`config.mk`:
```
export PLATFORM = sky130hd
export DESIGN_NAME = hazard_ctrl
export DESIGN_NICKNAME = d
export VERILOG_FILES = /design/src/rtl/hazard_ctrl_pkg.sv /design/src/rtl/hazard_ctrl_sat_counter.sv /design/src/rtl/hazard_ctrl.sv
export SDC_FILE = /design/constraint.sdc
export NUM_CORES = 1
export LEC_CHECK = 0
export ABC_AREA = 1
export CAP_MARGIN = 5
export CORE_ASPECT_RATIO = 1.75
export CORE_MARGIN = 5
export CORE_UTILIZATION = 53
export CTS_CLUSTER_SIZE = 25
export DETAILED_ROUTE_END_ITERATION = 10
export PLACE_DENSITY = 0.85
export SETUP_SLACK_MARGIN = 0.1
export SKIP_CTS_REPAIR_TIMING = 1
export SLEW_MARGIN = 20
export SYNTH_ARGS = -nofsm -noshare
export SYNTH_HDL_FRONTEND = slang
export SYNTH_SLANG_ARGS = --single-unit
```
`constraint.sdc`:
```
create_clock -name clk -period 4.25 [get_ports clk]
set_input_delay 1.0625 -clock clk [delete_from_list [all_inputs] [get_ports clk]]
set_output_delay 1.0625 -clock clk [all_outputs]
set_load 0.05 [all_outputs]
```
`src/rtl/hazard_ctrl_pkg.sv`:
```
// Shared types and constants for the pipeline hazard controller.
package hazard_ctrl_pkg;

  localparam logic [4:0] X0_ADDR = 5'd0;

  typedef enum logic [1:0] {
    RUN      = 2'd0,
    LU_STALL = 2'd1,
    MEM_WAIT = 2'd2
  } state_t;

  // Per-cycle pipeline control action set.
  typedef struct packed {
    logic pc_en;
    logic ifid_en;
    logic ifid_flush;
    logic pipe_en;
    logic flush;
    logic hazflush;
  } act_t;

  localparam act_t ACT_RUN    = 6'b110101;
  localparam act_t ACT_BUBBLE = 6'b000110;
  localparam act_t ACT_SQUASH = 6'b111110;
  localparam act_t ACT_FREEZE = 6'b000001;

endpackage

```
`src/rtl/hazard_ctrl_sat_counter.sv`:
```
// Saturating event counter with synchronous clear taking priority over increment.
module sat_counter #(
  parameter int unsigned W = 16
) (
  input  logic         clk,
  input  logic         rst,
  input  logic         clr,
  input  logic         inc,
  output logic [W-1:0] q
);

  logic [W-1:0] q_q;
  logic [W-1:0] q_d;

  // Clear, else increment unless already at all-ones.
  always_comb begin
    q_d = q_q;
    if (clr) begin
      q_d = '0;
    end else if (inc && (q_q != {W{1'b1}})) begin
      q_d = q_q + W'(1);
    end
  end

  // Counter register.
  always_ff @(posedge clk or posedge rst) begin
    if (rst) begin
      q_q <= '0;
    end else begin
      q_q <= q_d;
    end
  end

  assign q = q_q;

endmodule

```
`src/rtl/hazard_ctrl.sv`:
```
// Pipeline hazard controller: load-use bubbles, branch squashes, memory-wait freezes.
module hazard_ctrl
  import hazard_ctrl_pkg::*;
#(
  parameter int unsigned LU_BUBBLES = 1,
  parameter int unsigned CNT_W      = 16
) (
  input  logic             clk,
  input  logic             rst,
  input  logic [4:0]       rs1_id,
  input  logic [4:0]       rs2_id,
  input  logic             rd1_en_id,
  input  logic             rd2_en_id,
  input  logic [4:0]       rd_ex,
  input  logic             load_ex,
  input  logic             branch_taken_ex,
  input  logic             dmem_ready,
  input  logic             clr_cnt,
  output logic             pc_en,
  output logic             ifid_en,
  output logic             ifid_flush,
  output logic             pipe_en,
  output logic             flush,
  output logic             hazflush,
  output logic [CNT_W-1:0] stall_cnt,
  output logic [CNT_W-1:0] flush_cnt,
  output logic [1:0]       state_o
);

  state_t     state_q, state_d;
  state_t     ret_q, ret_d;
  logic [1:0] bcnt_q, bcnt_d;
  state_t     eff_state;
  logic       lu_hit;
  act_t       act;

  // Load in EX writing a register that decode reads; x0 never hazards.
  assign lu_hit = load_ex && (rd_ex != X0_ADDR) &&
                  ((rd1_en_id && (rs1_id == rd_ex)) ||
                   (rd2_en_id && (rs2_id == rd_ex)));

  // On a ready cycle MEM_WAIT resolves to the state it interrupted.
  assign eff_state = (state_q == MEM_WAIT) ? ret_q : state_q;

  // State, bubble counter and return-state registers.
  always_ff @(posedge clk or posedge rst) begin
    if (rst) begin
      state_q <= RUN;
      ret_q   <= RUN;
      bcnt_q  <= 2'd0;
    end else begin
      state_q <= state_d;
      ret_q   <= ret_d;
      bcnt_q  <= bcnt_d;
    end
  end

  // Next-state selection in action priority order.
  always_comb begin
    state_d = state_q;
    ret_d   = ret_q;
    bcnt_d  = bcnt_q;
    if (!dmem_ready) begin
      if (state_q != MEM_WAIT) begin
        ret_d   = state_q;
        state_d = MEM_WAIT;
      end
    end else if (branch_taken_ex) begin
      state_d = RUN;
      bcnt_d  = 2'd0;
    end else if (eff_state == LU_STALL) begin
      bcnt_d  = bcnt_q - 2'd1;
      state_d = (bcnt_q == 2'd1) ? RUN : LU_STALL;
    end else if (lu_hit) begin
      if (LU_BUBBLES > 1) begin
        bcnt_d  = 2'(LU_BUBBLES - 1);
        state_d = LU_STALL;
      end else begin
        state_d = RUN;
      end
    end else begin
      state_d = RUN;
    end
  end

  // Mealy action set; reset forces the frozen, non-flushing pattern.
  always_comb begin
    act = ACT_FREEZE;
    if (rst || !dmem_ready) begin
      act = ACT_FREEZE;
    end else if (branch_taken_ex) begin
      act = ACT_SQUASH;
    end else if ((eff_state == LU_STALL) || ((eff_state == RUN) && lu_hit)) begin
      act = ACT_BUBBLE;
    end else begin
      act = ACT_RUN;
    end
  end

  assign pc_en      = act.pc_en;
  assign ifid_en    = act.ifid_en;
  assign ifid_flush = act.ifid_flush;
  assign pipe_en    = act.pipe_en;
  assign flush      = act.flush;
  assign hazflush   = act.hazflush;
  assign state_o    = rst ? 2'd0 : 2'(state_q);

  sat_counter #(.W(CNT_W)) u_stall_cnt (
    .clk (clk),
    .rst (rst),
    .clr (clr_cnt),
    .inc (!act.pc_en),
    .q   (stall_cnt)
  );

  sat_counter #(.W(CNT_W)) u_flush_cnt (
    .clk (clk),
    .rst (rst),
    .clr (clr_cnt),
    .inc (act.ifid_flush),
    .q   (flush_cnt)
  );

endmodule

```
==> results of run 1 <==
## logic make-up after synthesis
kind of cell             count (synthesis)
AO/OA/AOI/OAI                           25
XOR/XNOR                                15
adder cells (fa/ha/maj)                  3
buffers and inverters                   52
flip-flops                              38
multiplexers                             1
AND/OR/NAND/NOR                        231
## layout make-up
type	instances	area [sq um]	area share
clock inverters	1	30.03	0.009206
inverters	43	161.4	0.04948
multi-input cells	275	1348	0.4131
repair buffers	65	630.6	0.1933
well taps	52	65.06	0.01995
clock buffers	7	76.32	0.02340
flip-flops and latches	38	950.9	0.2915
## metrics by stage
| stage | hold slack [ns] | total power (W) | instance area, sq um |
|---|---|---|---|
| final | 0.4983 | 0.0008103 | 3262 |
| after floorplan | 0.4573 | 0.0004641 | 2514 |
| after detailed placement | 0.4779 | 0.0005151 | 3156 |
| after global routing | 0.5504 | 0.0008417 | 3262 |
| after global placement | 0.4674 | 0.0005124 | 3156 |
| after CTS | 0.5074 | 0.0008168 | 3262 |
## worst register-to-register path, stage by stage (launching register included)
cell,delay [ns]
sky130_fd_sc_hd__dfrtp_1,0.43
sky130_fd_sc_hd__ha_1,0.20
sky130_fd_sc_hd__nand2_1,0.07
sky130_fd_sc_hd__inv_2,0.09
sky130_fd_sc_hd__nand4_4,0.11
sky130_fd_sc_hd__nor2_4,0.14
sky130_fd_sc_hd__nand2_2,0.08
sky130_fd_sc_hd__nor2_4,0.11
sky130_fd_sc_hd__nand3_2,0.09
sky130_fd_sc_hd__nand3_4,0.22
sky130_fd_sc_hd__nand2_4,0.18
sky130_fd_sc_hd__nand2_1,0.11
sky130_fd_sc_hd__nand2_1,0.06
## sequential cells by signal, summed over array words and instances, names as in the netlist
register / flops
u_flush_cnt.q: 16
bcnt_q: 2
u_stall_cnt.q: 16
state_q: 2
ret_q: 2
## worst paths after layout
path                            slack, ns  cells past startpoint               end
worst max-delay path                 0.55                      4           pipe_en
worst min register to register       0.50                      1         bcnt_q[0]
min in group asynchronous            1.16                      2        state_q[1]
worst min-delay path                 0.50                      1         bcnt_q[0]
max in group asynchronous            2.39                      3  u_stall_cnt.q[3]
worst max register to register       2.25                     12  u_stall_cnt.q[9]
## layout by cell type (no fill, tap or decap), types with 4 or more instances in the layout
master / Yosys / final
sky130_fd_sc_hd__nand2_1: 107 / 107
sky130_fd_sc_hd__nor2_1: 57 / 57
sky130_fd_sc_hd__clkdlybuf4s50_1: 0 / 57
sky130_fd_sc_hd__nand3_1: 42 / 42
sky130_fd_sc_hd__inv_1: 42 / 42
sky130_fd_sc_hd__dfrtp_1: 38 / 38
sky130_fd_sc_hd__xor2_1: 11 / 11
sky130_fd_sc_hd__a21oi_1: 10 / 10
sky130_fd_sc_hd__o21ai_0: 9 / 9
sky130_fd_sc_hd__nor3_1: 8 / 8
sky130_fd_sc_hd__buf_4: 1 / 8
sky130_fd_sc_hd__clkbuf_8: 0 / 5
sky130_fd_sc_hd__nor2_4: 4 / 4
sky130_fd_sc_hd__xnor2_1: 4 / 4
## per-layer routing
layer	global-route usage	vias up	part of all wire
met2	0.3866	84	0.55
met5	0	-	0
li1	-	1281	-
met3	0.03205	16	0.049
met1	0.2233	1213	0.38
met4	0.09477	0	0.023
## power breakdown
group	switching (W)	internal [W]	total [W]
combinational	0.0000854	0.0000478	0.000133
sequential	0.00000667	0.000368	0.000374
clock	0.000127	0.000176	0.000303
==> metrics.txt, run 1 <==
# TYPE chip_impl_metric gauge
chip_impl_info{name="run_status",value="finished clean"} 1
chip_impl_metric{name="instances_no_fill",unit=""} 481
chip_impl_metric{name="post_synth_inst_count",unit=""} 365
chip_impl_info{name="category_of_the_most_critical_setup_path",value="in -> out"} 1
chip_impl_metric{name="gp_congestion",unit=""} 0.9054
chip_impl_metric{name="post_layout_util",unit=""} 0.6991
chip_impl_metric{name="total_vias_in_the_final_route",unit=""} 2594
chip_impl_info{name="largest_family_of_logic_cells_by_synthesized_area",value="simple AND/OR/NAND/NOR gates"} 1
chip_impl_info{name="crit_family",value="buffers and inverters"} 1
chip_impl_info{name="hold_path.startpoint",value="bcnt_q[0]"} 1
chip_impl_metric{name="mappedNetlistNets",unit=""} 391
chip_impl_metric{name="critPathRequiredTime",unit="ns"} 3.19
chip_impl_metric{name="rows",unit=""} 33
chip_impl_metric{name="timing.max_cap.violations",unit=""} 0
chip_impl_info{name="ys_top_cells_by_area",value="sky130_fd_sc_hd__dfrtp_1 38%, sky130_fd_sc_hd__nand2_1 16%, sky130_fd_sc_hd__nor2_1 8.5%"} 1
chip_impl_info{name="synth_largest_area_cell",value="sky130_fd_sc_hd__dfrtp_1"} 1
chip_impl_metric{name="grt_antenna_before_repair",unit=""} 0
chip_impl_metric{name="routed_wirelength",unit="microns"} 6186
chip_impl_metric{name="crit_fanout",unit=""} 5
chip_impl_info{name="clockRootBuffer",value="sky130_fd_sc_hd__clkbuf_8"} 1
chip_impl_metric{name="synth_sequential_area_ratio",unit=""} 0.3783
chip_impl_metric{name="yosys.area_share.adder",unit=""} 0.01493
chip_impl_metric{name="cts_num_sinks",unit=""} 38
chip_impl_metric{name="clk_path_buf_depth",unit=""} 2
chip_impl_metric{name="ctsHtreeMaxLevel",unit=""} 2
chip_impl_metric{name="floorplan.initialDensity",unit=""} 0.5388
chip_impl_info{name="worst_setup_path_startpoint",value="dmem_ready"} 1
chip_impl_info{name="post_synth_most_frequent_cells",value="107 x sky130_fd_sc_hd__nand2_1, 57 x sky130_fd_sc_hd__nor2_1, 42 x sky130_fd_sc_hd__inv_1, 42 x sky130_fd_sc_hd__nand3_1, 38 x sky130_fd_sc_hd__dfrtp_1"} 1
chip_impl_metric{name="cp_slowest_stage_delay",unit="ns"} 0.82
chip_impl_metric{name="irDropWorstVdd",unit="mV"} 0.2002
chip_impl_metric{name="grt_first_pass_wirelength",unit="microns"} 10280
chip_impl_metric{name="area_growth",unit="%"} 29.77
chip_impl_metric{name="diodes",unit=""} 0
chip_impl_metric{name="first_global_vias",unit=""} 2535
chip_impl_metric{name="globalRouteTotalUtil",unit=""} 0.2112
chip_impl_metric{name="die_w",unit="microns"} 62.06
chip_impl_metric{name="drt_drc_violations_left",unit=""} 0
chip_impl_metric{name="placement.setup.worst_slack",unit="ns"} 0.5640
chip_impl_metric{name="final.setup_skew",unit="ns"} 0.009578
chip_impl_info{name="critical-path-slowest-cell",value="sky130_fd_sc_hd__clkdlybuf4s50_1"} 1
chip_impl_metric{name="hold_viol_final",unit=""} 0
chip_impl_info{name="synth-main-ff-cell",value="sky130_fd_sc_hd__dfrtp_1"} 1
chip_impl_metric{name="max_clock_freq",unit="MHz"} 270.4
chip_impl_metric{name="finalSetupViolCount",unit=""} 0
chip_impl_metric{name="synthDominantCellAreaShare",unit=""} 0.3783
chip_impl_metric{name="post_route_cells_drive_above_1_share",unit=""} 0.05828
chip_impl_metric{name="post-dp-hpwl",unit="microns"} 4646
chip_impl_info{name="cp-end-kind",value="output pin"} 1
chip_impl_metric{name="post-route-period-util",unit=""} 0.8702
chip_impl_metric{name="wl_per_cell",unit="microns"} 12.86
chip_impl_metric{name="cts_inserted_buffers",unit=""} 5
chip_impl_metric{name="leakagePower",unit="nW"} 1.545
chip_impl_metric{name="ant_nets",unit=""} 0
chip_impl_metric{name="synth-xor-area-share",unit=""} 0.05226
chip_impl_metric{name="first_iter_violations",unit=""} 113
chip_impl_metric{name="placement.io_buffers",unit=""} 62
chip_impl_metric{name="synth_compound_area_frac",unit=""} 0.05525
chip_impl_metric{name="route.detailed.vias_per_inst",unit=""} 5.393
chip_impl_metric{name="first_pass_iters",unit=""} 4
chip_impl_metric{name="worstPathArrival",unit="ns"} 2.64
chip_impl_metric{name="synth.ff_latch_count",unit=""} 38
chip_impl_metric{name="clock_pin_slew_on_the_worst_setup_and_hold_paths",unit="ns"} 0.07
chip_impl_metric{name="layout.nets",unit=""} 454
chip_impl_info{name="critical_path.reg2reg.startpoint",value="u_stall_cnt.q[0]"} 1
chip_impl_metric{name="final_count_of_pins_violating_max_slew",unit=""} 0
chip_impl_metric{name="synthesis.area_per_instance",unit="sq um"} 6.887
chip_impl_metric{name="path_buf_inv",unit=""} 3
chip_impl_metric{name="overflow",unit=""} 0
chip_impl_metric{name="relSlewSlack",unit=""} 0.6218
chip_impl_metric{name="worst_pin_slew",unit="ns"} 0.5667
chip_impl_info{name="synthMostInstantiatedCell",value="sky130_fd_sc_hd__nand2_1"} 1
chip_impl_info{name="worst_setup_path_start_kind",value="input port"} 1
chip_impl_metric{name="die_h",unit="microns"} 101.1
chip_impl_metric{name="post_synth_simple_gate_area",unit=""} 0.4097
chip_impl_metric{name="design.portCount",unit=""} 63
chip_impl_info{name="critical_path.cell_chain",value="clkdlybuf4s50_1 -> inv_1 -> nor2_4 -> clkdlybuf4s50_1"} 1
chip_impl_info{name="rsz0062_at_grt",value="false"} 1
chip_impl_metric{name="final_period_minus_worst_setup_slack",unit="ns"} 3.699
chip_impl_metric{name="setup_ws",unit="ns"} 0.5515
chip_impl_metric{name="tns",unit="ns"} 0
chip_impl_metric{name="async_flop_share",unit=""} 1.000
chip_impl_metric{name="yosysWarningCount",unit=""} 0
chip_impl_metric{name="num-fill-cells",unit=""} 409
chip_impl_info{name="hold_path.class",value="reg -> reg"} 1
chip_impl_metric{name="powerDensity",unit="nW/um^2"} 248.4
chip_impl_metric{name="clkLatencyLatePin",unit="ns"} 0.29
chip_impl_metric{name="synth.cell_area",unit="sq um"} 2514
chip_impl_metric{name="synth.lib_cells_used.distinct",unit=""} 31
chip_impl_metric{name="grt_start_max_net_pins",unit=""} 33
chip_impl_info{name="cell_repeated_most_along_the_worst_path",value="sky130_fd_sc_hd__clkdlybuf4s50_1"} 1
chip_impl_metric{name="number_of_flops_mapped_to_enable_cells_by_yosys",unit=""} 0
chip_impl_metric{name="design.die.area",unit="sq um"} 6275
chip_impl_info{name="cts_tree",value="yes"} 1
chip_impl_metric{name="design.core.area",unit="sq um"} 4666
chip_impl_metric{name="synth.mux.area_fraction",unit=""} 0.003982
chip_impl_metric{name="place.detailed.instances",unit=""} 473
Note: power is estimated with default switching activity, not from simulation.
==> run 2, diff against run 1 <==
- SKIP_CTS_REPAIR_TIMING: 1 -> unset
==> results of run 2 <==
The final DEF is identical to that of run 1; final timing and power are the same.
==> run 3, diff against run 2 <==
- SKIP_CTS_REPAIR_TIMING: unset -> 1
==> results of run 3 <==
The final DEF is identical to that of run 1; final timing and power are the same.
